[config.mk]
export PLATFORM = sky130hd
export DESIGN_NAME = rom_image_loader
export DESIGN_NICKNAME = d
export VERILOG_FILES = /design/src/rtl/rom_image_loader.sv
export SDC_FILE = /design/constraint.sdc
export NUM_CORES = 1
export LEC_CHECK = 0
export ABC_AREA = 1
export CORE_ASPECT_RATIO = 0.8
export CORE_MARGIN = 2
export CORE_UTILIZATION = 30
export DETAILED_ROUTE_END_ITERATION = 7
export PLACE_DENSITY = 0.52
export RECOVER_POWER = 50
export SLEW_MARGIN = 20
export SYNTH_ARGS = -nofsm -noshare
export SYNTH_HDL_FRONTEND = slang
export SYNTH_SLANG_ARGS = --single-unit
[constraint.sdc]
create_clock -name clk_sys -period 25.9 [get_ports clk_sys]
set_clock_uncertainty 0.2 [all_clocks]
set_input_delay 2.59 -clock clk_sys [delete_from_list [all_inputs] [get_ports clk_sys]]
set_output_delay 2.59 -clock clk_sys [all_outputs]
set_load 0.02 [all_outputs]
[src/rtl/rom_image_loader.sv]
// Streams ioctl download bytes into SDRAM pages, replicated across banks, and keeps a per-page ROM-present map.
// Latency: per byte, one ce_ref-aligned write slot per target bank plus one clk to finish; map_hit is 1 clk after map_addr.
// Backpressure: ioctl_wait holds the HPS from byte acceptance until the last bank is written; bytes offered meanwhile are ignored.
module rom_image_loader #(
    parameter int BANKS    = 2,
    parameter int PAGE_W   = 9,
    parameter int SYS_SEGS = 4,
    parameter int BW       = (BANKS > 1) ? $clog2(BANKS) : 1
) (
    input  logic                 clk_sys,
    input  logic                 reset,
    input  logic                 ce_ref,
    input  logic                 ioctl_download,
    input  logic                 ioctl_wr,
    input  logic [24:0]          ioctl_addr,
    input  logic [7:0]           ioctl_dout,
    input  logic [7:0]           ioctl_index,
    input  logic [15:0]          ioctl_file_ext,
    output logic                 ioctl_wait,
    output logic                 boot_wr,
    output logic [PAGE_W+13:0]   boot_a,
    output logic [BW-1:0]        boot_bank,
    output logic [7:0]           boot_dout,
    input  logic [PAGE_W-2:0]    map_addr,
    output logic                 map_hit
);

    // Write sequencer states.
    localparam logic [1:0] ST_IDLE  = 2'd0;
    localparam logic [1:0] ST_ARM   = 2'd1;
    localparam logic [1:0] ST_WRITE = 2'd2;
    localparam logic [1:0] ST_DONE  = 2'd3;

    // The map covers every page that has the upper (ROM window) bit set.
    localparam int MAP_N = 1 << (PAGE_W - 1);

    // Page constants: the expansion default sits 0x11 below the top page.
    localparam logic [PAGE_W-1:0] PG_ALL1    = {PAGE_W{1'b1}};
    localparam logic [PAGE_W-1:0] PG_DEFAULT = PG_ALL1 - PAGE_W'(8'h11);

    // Fixed page placement of the four system segments within each bank.
    localparam logic [PAGE_W-1:0] PG_SYS0 = PAGE_W'(9'h000);
    localparam logic [PAGE_W-1:0] PG_SYS1 = PAGE_W'(9'h100);
    localparam logic [PAGE_W-1:0] PG_SYS2 = PAGE_W'(9'h107);
    localparam logic [PAGE_W-1:0] PG_SYS3 = PAGE_W'(9'h1FF);

    // System segments at or beyond this index have no bank to land in.
    localparam logic [10:0] SEG_LIMIT = 11'(SYS_SEGS * BANKS);
    localparam logic [10:0] SEG_DIV   = 11'(SYS_SEGS);

    // Highest bank index, and the bank used by index[7:6]==3 images (1, or 0 when there is only one bank).
    localparam logic [BW-1:0] BANK_LAST = BW'(BANKS - 1);
    localparam logic [BW-1:0] BANK_HI   = BW'((BANKS > 1) ? 1 : 0);

    // ASCII hex digit -> {valid, value}; lower-case and anything else is invalid.
    function automatic logic [4:0] hex_nib(input logic [7:0] c);
        logic [4:0] r;
        r = 5'b0;
        if (c >= 8'h30 && c <= 8'h39) begin
            r = {1'b1, 4'(c - 8'h30)};
        end else if (c >= 8'h41 && c <= 8'h46) begin
            r = {1'b1, 4'(c - 8'h37)};
        end
        return r;
    endfunction

    logic [1:0]          state;
    logic [PAGE_W-1:0]   page;
    logic                combo;
    logic                replicate;
    logic                dl_q;
    logic [MAP_N-1:0]    rom_map;

    logic [PAGE_W-1:0]   ext_page;
    logic                ext_combo;
    logic [4:0]          ext_hi;
    logic [4:0]          ext_lo;

    logic [10:0]         seg;
    logic [10:0]         seg_div;
    logic [PAGE_W-1:0]   tgt_page;
    logic [BW-1:0]       tgt_bank;
    logic                tgt_drop;
    logic                tgt_rep;

    logic                dl_rise;
    logic                last_offset;

    assign dl_rise     = ioctl_download & ~dl_q & (ioctl_index != 8'd0);
    assign last_offset = (boot_a[13:0] == 14'h3FFF);

    // Base page decoded from the file extension's last two characters.
    always_comb begin
        ext_page  = PG_DEFAULT;
        ext_combo = 1'b0;
        ext_hi    = hex_nib(ioctl_file_ext[15:8]);
        ext_lo    = hex_nib(ioctl_file_ext[7:0]);
        if (ioctl_file_ext == 16'h5A5A) begin
            // "ZZ": image starts at page 0
            ext_page = '0;
        end else if (ioctl_file_ext == 16'h5A30) begin
            // "Z0": page 0, then jump to the top page once the first 16 KB is in
            ext_page  = '0;
            ext_combo = 1'b1;
        end else begin
            if (ext_hi[4]) begin
                ext_page[7:4] = ext_hi[3:0];
            end
            if (ext_lo[4]) begin
                ext_page[3:0] = ext_lo[3:0];
            end
        end
    end

    // Where the byte on ioctl_addr lands: page, first bank, replication and drop.
    always_comb begin
        seg           = ioctl_addr[24:14];
        seg_div       = seg / SEG_DIV;
        tgt_page      = page;
        tgt_page[7:0] = page[7:0] + ioctl_addr[21:14];
        tgt_bank      = (ioctl_index[7:6] == 2'b11) ? BANK_HI : '0;
        tgt_rep       = (ioctl_index[7:6] == 2'b01) || (ioctl_index[5:0] != 6'd0);
        tgt_drop      = 1'b0;
        if (ioctl_index == 8'd0) begin
            // System image: consecutive segments fill bank 0 first, then bank 1, ...
            tgt_rep  = 1'b0;
            tgt_bank = seg_div[BW-1:0];
            tgt_drop = (seg >= SEG_LIMIT);
            case (seg[1:0])
                2'd0:    tgt_page = PG_SYS0;
                2'd1:    tgt_page = PG_SYS1;
                2'd2:    tgt_page = PG_SYS2;
                default: tgt_page = PG_SYS3;
            endcase
        end
    end

    // Byte acceptance, ce_ref-paced write per bank, and page/combo bookkeeping.
    always_ff @(posedge clk_sys or posedge reset) begin
        if (reset) begin
            state      <= ST_IDLE;
            ioctl_wait <= 1'b0;
            boot_wr    <= 1'b0;
            boot_a     <= '0;
            boot_bank  <= '0;
            boot_dout  <= 8'd0;
            replicate  <= 1'b0;
            page       <= PG_DEFAULT;
            combo      <= 1'b0;
            dl_q       <= 1'b0;
        end else begin
            dl_q <= ioctl_download;
            case (state)
                ST_IDLE: begin
                    if (ioctl_wr && !tgt_drop) begin
                        boot_dout  <= ioctl_dout;
                        boot_a     <= {tgt_page, ioctl_addr[13:0]};
                        boot_bank  <= tgt_bank;
                        replicate  <= tgt_rep;
                        ioctl_wait <= 1'b1;
                        state      <= ST_ARM;
                    end
                end
                ST_ARM: begin
                    if (ce_ref) begin
                        boot_wr <= 1'b1;
                        state   <= ST_WRITE;
                    end
                end
                ST_WRITE: begin
                    // Hold the request for one full ce_ref period.
                    if (ce_ref) begin
                        boot_wr <= 1'b0;
                        if (replicate && (boot_bank < BANK_LAST)) begin
                            boot_bank <= boot_bank + BW'(1);
                            state     <= ST_ARM;
                        end else begin
                            state <= ST_DONE;
                        end
                    end
                end
                default: begin
                    ioctl_wait <= 1'b0;
                    if (combo && last_offset) begin
                        combo <= 1'b0;
                        page  <= PG_ALL1;
                    end
                    state <= ST_IDLE;
                end
            endcase
            // A new expansion download restarts page selection from its extension.
            if (dl_rise) begin
                page  <= ext_page;
                combo <= ext_combo;
            end
        end
    end

    // ROM-present map: set once a byte lands in an upper page, read back registered.
    always_ff @(posedge clk_sys or posedge reset) begin
        if (reset) begin
            rom_map <= '0;
            map_hit <= 1'b0;
        end else begin
            if (state == ST_DONE && boot_a[PAGE_W+13]) begin
                rom_map[boot_a[PAGE_W+12:14]] <= 1'b1;
            end
            map_hit <= rom_map[map_addr];
        end
    end

endmodule

==> out/metrics.sh <==
CTS_TREE='yes'
SYNTH_MOST_COMMON_CELL='sky130_fd_sc_hd__nand2_1'
DETAIL_ROUTE.WL_PER_CELL_UM=18.5
VIAS=11363
CRITPATHMAXFANOUT=82
DIE_AREA_MM2=0.0496
MAX_SLEW.WORST_PIN.SLEW_NS=3.76
CLOCK_TREE.BUFFER_DEPTH=3
DRIVE_GT1_SHARE_PCT=6.49
SYNTH_TOP_CELL_AREA_SHARE_PCT=52.0
SYNTH_TOP_CELLS_BY_COUNT='sky130_fd_sc_hd__nand2_1 (393), sky130_fd_sc_hd__dfrtp_1 (298), sky130_fd_sc_hd__nand3_1 (258)'
IR_WORST_VDD_V=0.0000421
GR-TOTAL-OVERFLOW=0
NETLIST-CELL-TYPE-COUNT=46
GP_CONGESTION=0.805
FIN_NETS=1711
STATIC-LEAKAGE-POWER_nW=7.53
NETLIST_AREA_MM2=0.0143
CRITPATHTOPFAMILY='buffers and inverters'
CTS.SINKS=305
VIOLATIONS='max-capacitance violations, max-slew violations'
NUMBER_OF_ANTENNA_VIOLATIONS_AT_THE_FIRST_CHECK_IN_GLOBAL_ROUTING=0
SEQ_AREA_MM2=0.00764
CLOCK_TREE.HTREE_LEVEL_COUNT=2
SYNTH_TOP_CELLS_BY_AREA='sky130_fd_sc_hd__dfrtp_1 (52%), sky130_fd_sc_hd__o21bai_1 (13%), sky130_fd_sc_hd__nand2_1 (10%)'
HOLD_VIOL_FINAL=0
SYN_TO_FINAL_GROWTH_PCT=17.6
DRT_PRE_ANTENNA_ITERS=5
WORST-ENDPOINT-ARRIVAL_NS=6.99
POSTSYNTHCELLCOUNT=1557
LAYOUT_WORST_PATH_CYCLE_SHARE_PCT=25.5
SYNTHESIS.NETS=1647
INSERTION_DELAY_NS=0.55
RUN_STATUS='finished with violations'
GRT_START_MAX_NET_PINS=83
WORST_EP_REQUIRED_TIME_NS=26.29
HOLDCRITPATHCLASS='flip-flop to flip-flop'
SYNTHESIS.AREA_PER_INSTANCE_UM2=9.21
MAX_SLEW_MARGIN_PCT=-152
DETAILEDROUTE.FIRSTITERATIONVIOLATIONS=946
DIE_WIDTH_UM=248
STD_CELL_ROWS=71
FINALWIRELENGTH_UM=42000
PLACEABLECOREAREA_MM2=0.0471
NETLIST.TOP_CELL.BY_AREA='sky130_fd_sc_hd__dfrtp_1'
CRITPATHBUFINV=4
FINAL.FILL_COUNT=4750
YOSYS_MOST_USED_DFF='sky130_fd_sc_hd__dfrtp_1'
YS_SEQ_ELEMENTS=305
DPL.HPWL_UM=25700
DIEHEIGHT_UM=200
SYNTH_SEQUENTIAL_AREA_RATIO_PCT=53.3
ASYNC_RESET_FF_SHARE_PCT=100
SETUP.WORST_PATH.END_CLASS='asynchronous set/reset pin'
SYNTH-EDFF-COUNT=0
NUM_IO_PINS=105
LAYOUTNONFILLERINSTCOUNT=2269
GLOBAL_ROUTE_WIRE_LENGTH_BEFORE_REPAIR_UM=67400
SETUP.WORST_PATH.CLASS='primary input to asynchronous set/reset pin'
FLOORPLAN.INITIALDENSITY_PCT=30.5
MULTI_INPUT_AREA_MM2=0.00582
WORST_PATH_MAX_DELAY_CELL='sky130_fd_sc_hd__clkinvlp_2'
FINAL_CRITICAL_PATH_REQUIRED_PERIOD_NS=6.60
PLACE.DETAILED.INSTANCES=2202
FINAL-SETUP-VIOL-COUNT=0
YOSYSWARNINGS=0
CLOCKROOTBUFFER='sky130_fd_sc_hd__clkbuf_16'
CP_CELL_SEQUENCE='dlygate4sd3_1 > clkinvlp_2 > buf_4 > buf_6'
TIMING.FMAX_GHz=0.152
CTS-BUFFERS-INSERTED=37
GRT_SETUP_UNREPAIRED='no'
SETUP.WORST_PATH.START_CLASS='primary input'
GRT_USE_TOTAL_PCT=17.3
IO_BUFFER_COUNT=104
MAXSLEWVIOLCOUNT=83
DRV_CAP=1
CLKTRANSATPATHREGS_NS=0.06
TIMING.SETUP.TNS_NS=0
DRC_ERRORS=0
VIASPERCELL=5.01
POWER.DENSITY_mW_PER_MM2=87.9
GRT_PASS1_VIAS=11525
POSTCTSSETUPREPAIRBUFS=0
ANTENNA_LEFT=0
CTS_REPAIR_RESIZE_COUNT=0
POST_CTS_HOLD_BUFFER_COUNT=0
WORST_PATH_LARGEST_CELL_DELAY_NS=2.09
metal layers:
layer  up-vias  global-route usage [%]  wire (um)
li1       5351                       -          -
met1      5683                    25.4      20800
met2       264                    26.1      18300
met3        65                    2.07       1870
met4         0                    6.03       1070
met5         -                       0          0
area by class of cell:
cell class,instances,area share (%)
timing repair buffer,114,6.60
clock inverter,7,0.245
tap,620,4.60
multi-input combinational,1073,34.5
antenna,1,0.0148
inverter,90,2.06
clock buffer,59,6.65
sequential,305,45.3
registers in the layout, indices dropped and copies added, names as in the netlist:
register / flops
replicate: 1
ioctl_wait: 1
boot_bank: 1
combo: 1
map_hit: 1
dl_q: 1
boot_a: 23
rom_map: 256
page: 9
boot_dout: 8
boot_wr: 1
state: 2
through the flow:
| stage | power, mW | setup slack (ns) | util, % | hold WS (ns) | instance area, um2 |
|---|---|---|---|---|---|
| final | 1.48 | 19.30 | 35.8 | 0.257 | 16900 |
| after global routing | 1.56 | 18.46 | 35.8 | 0.282 | 16900 |
| after CTS | 1.50 | 20.73 | 35.8 | 0.262 | 16900 |
| after detailed placement | 0.990 | 20.15 | 33.4 | 0.248 | 15700 |
| after global placement | 0.986 | 20.17 | 33.4 | 0.239 | 15700 |
| after floorplan | 0.851 | 14.69 | - | 0.224 | 14300 |
worst register-to-register path: stages (launching register included):
cell and delay [ns]:
sky130_fd_sc_hd__dfrtp_1 0.43, sky130_fd_sc_hd__ha_1 0.20, sky130_fd_sc_hd__nand2_1 0.10, sky130_fd_sc_hd__inv_1 0.32, sky130_fd_sc_hd__nand4_1 0.95, sky130_fd_sc_hd__o21bai_1 0.47
report_power, final:
part           total, mW  leakage [nW]  switching [mW]  internal, mW
logic              0.370          2.82           0.230         0.141
registers          0.611          4.14          0.0493         0.562
clock network      0.501         0.571           0.204         0.296
total               1.48          7.53           0.483         0.999
cells in the final DEF, fill, tap and decap left out, types with 17 or more instances in the layout:
master	synthesis	final
sky130_fd_sc_hd__clkbuf_16	0	39
sky130_fd_sc_hd__clkdlybuf4s50_1	0	99
sky130_fd_sc_hd__o21bai_1	253	253
sky130_fd_sc_hd__dfrtp_1	298	298
sky130_fd_sc_hd__ha_1	19	19
sky130_fd_sc_hd__o21ai_2	17	17
sky130_fd_sc_hd__inv_1	85	83
sky130_fd_sc_hd__nand2_1	393	393
sky130_fd_sc_hd__o21ai_0	21	21
sky130_fd_sc_hd__nand3_1	258	258
sky130_fd_sc_hd__nor2_1	35	35
worst paths after layout:
check	from	to	slack, ns	cells after the start
max	reset	rom_map[232]	19.30	4
min	rom_map[128]	rom_map[128]	0.26	2
max reg2reg	state[0]	rom_map[252]	23.11	5
min reg2reg	rom_map[128]	rom_map[128]	0.26	2
max in group clk_sys	map_addr[3]	map_hit	20.93	9
min in group asynchronous	reset	rom_map[134]	3.42	2
cells by family (layout without fill, tap and decap cells):
kind of cell             Yosys count  after routing  share of synthesized area (%)
XOR/XNOR                           6              6                          0.366
buffers and inverters            179            270                           6.07
AND/OR/NAND/NOR                  719            719                           21.8
flip-flops                       305            305                           53.3
adder cells (fa/ha/maj)           20             20                           1.80
other                              0              1                              0
AO/OA/AOI/OAI                    328            328                           16.6
Power figures use the tool's default switching activity.
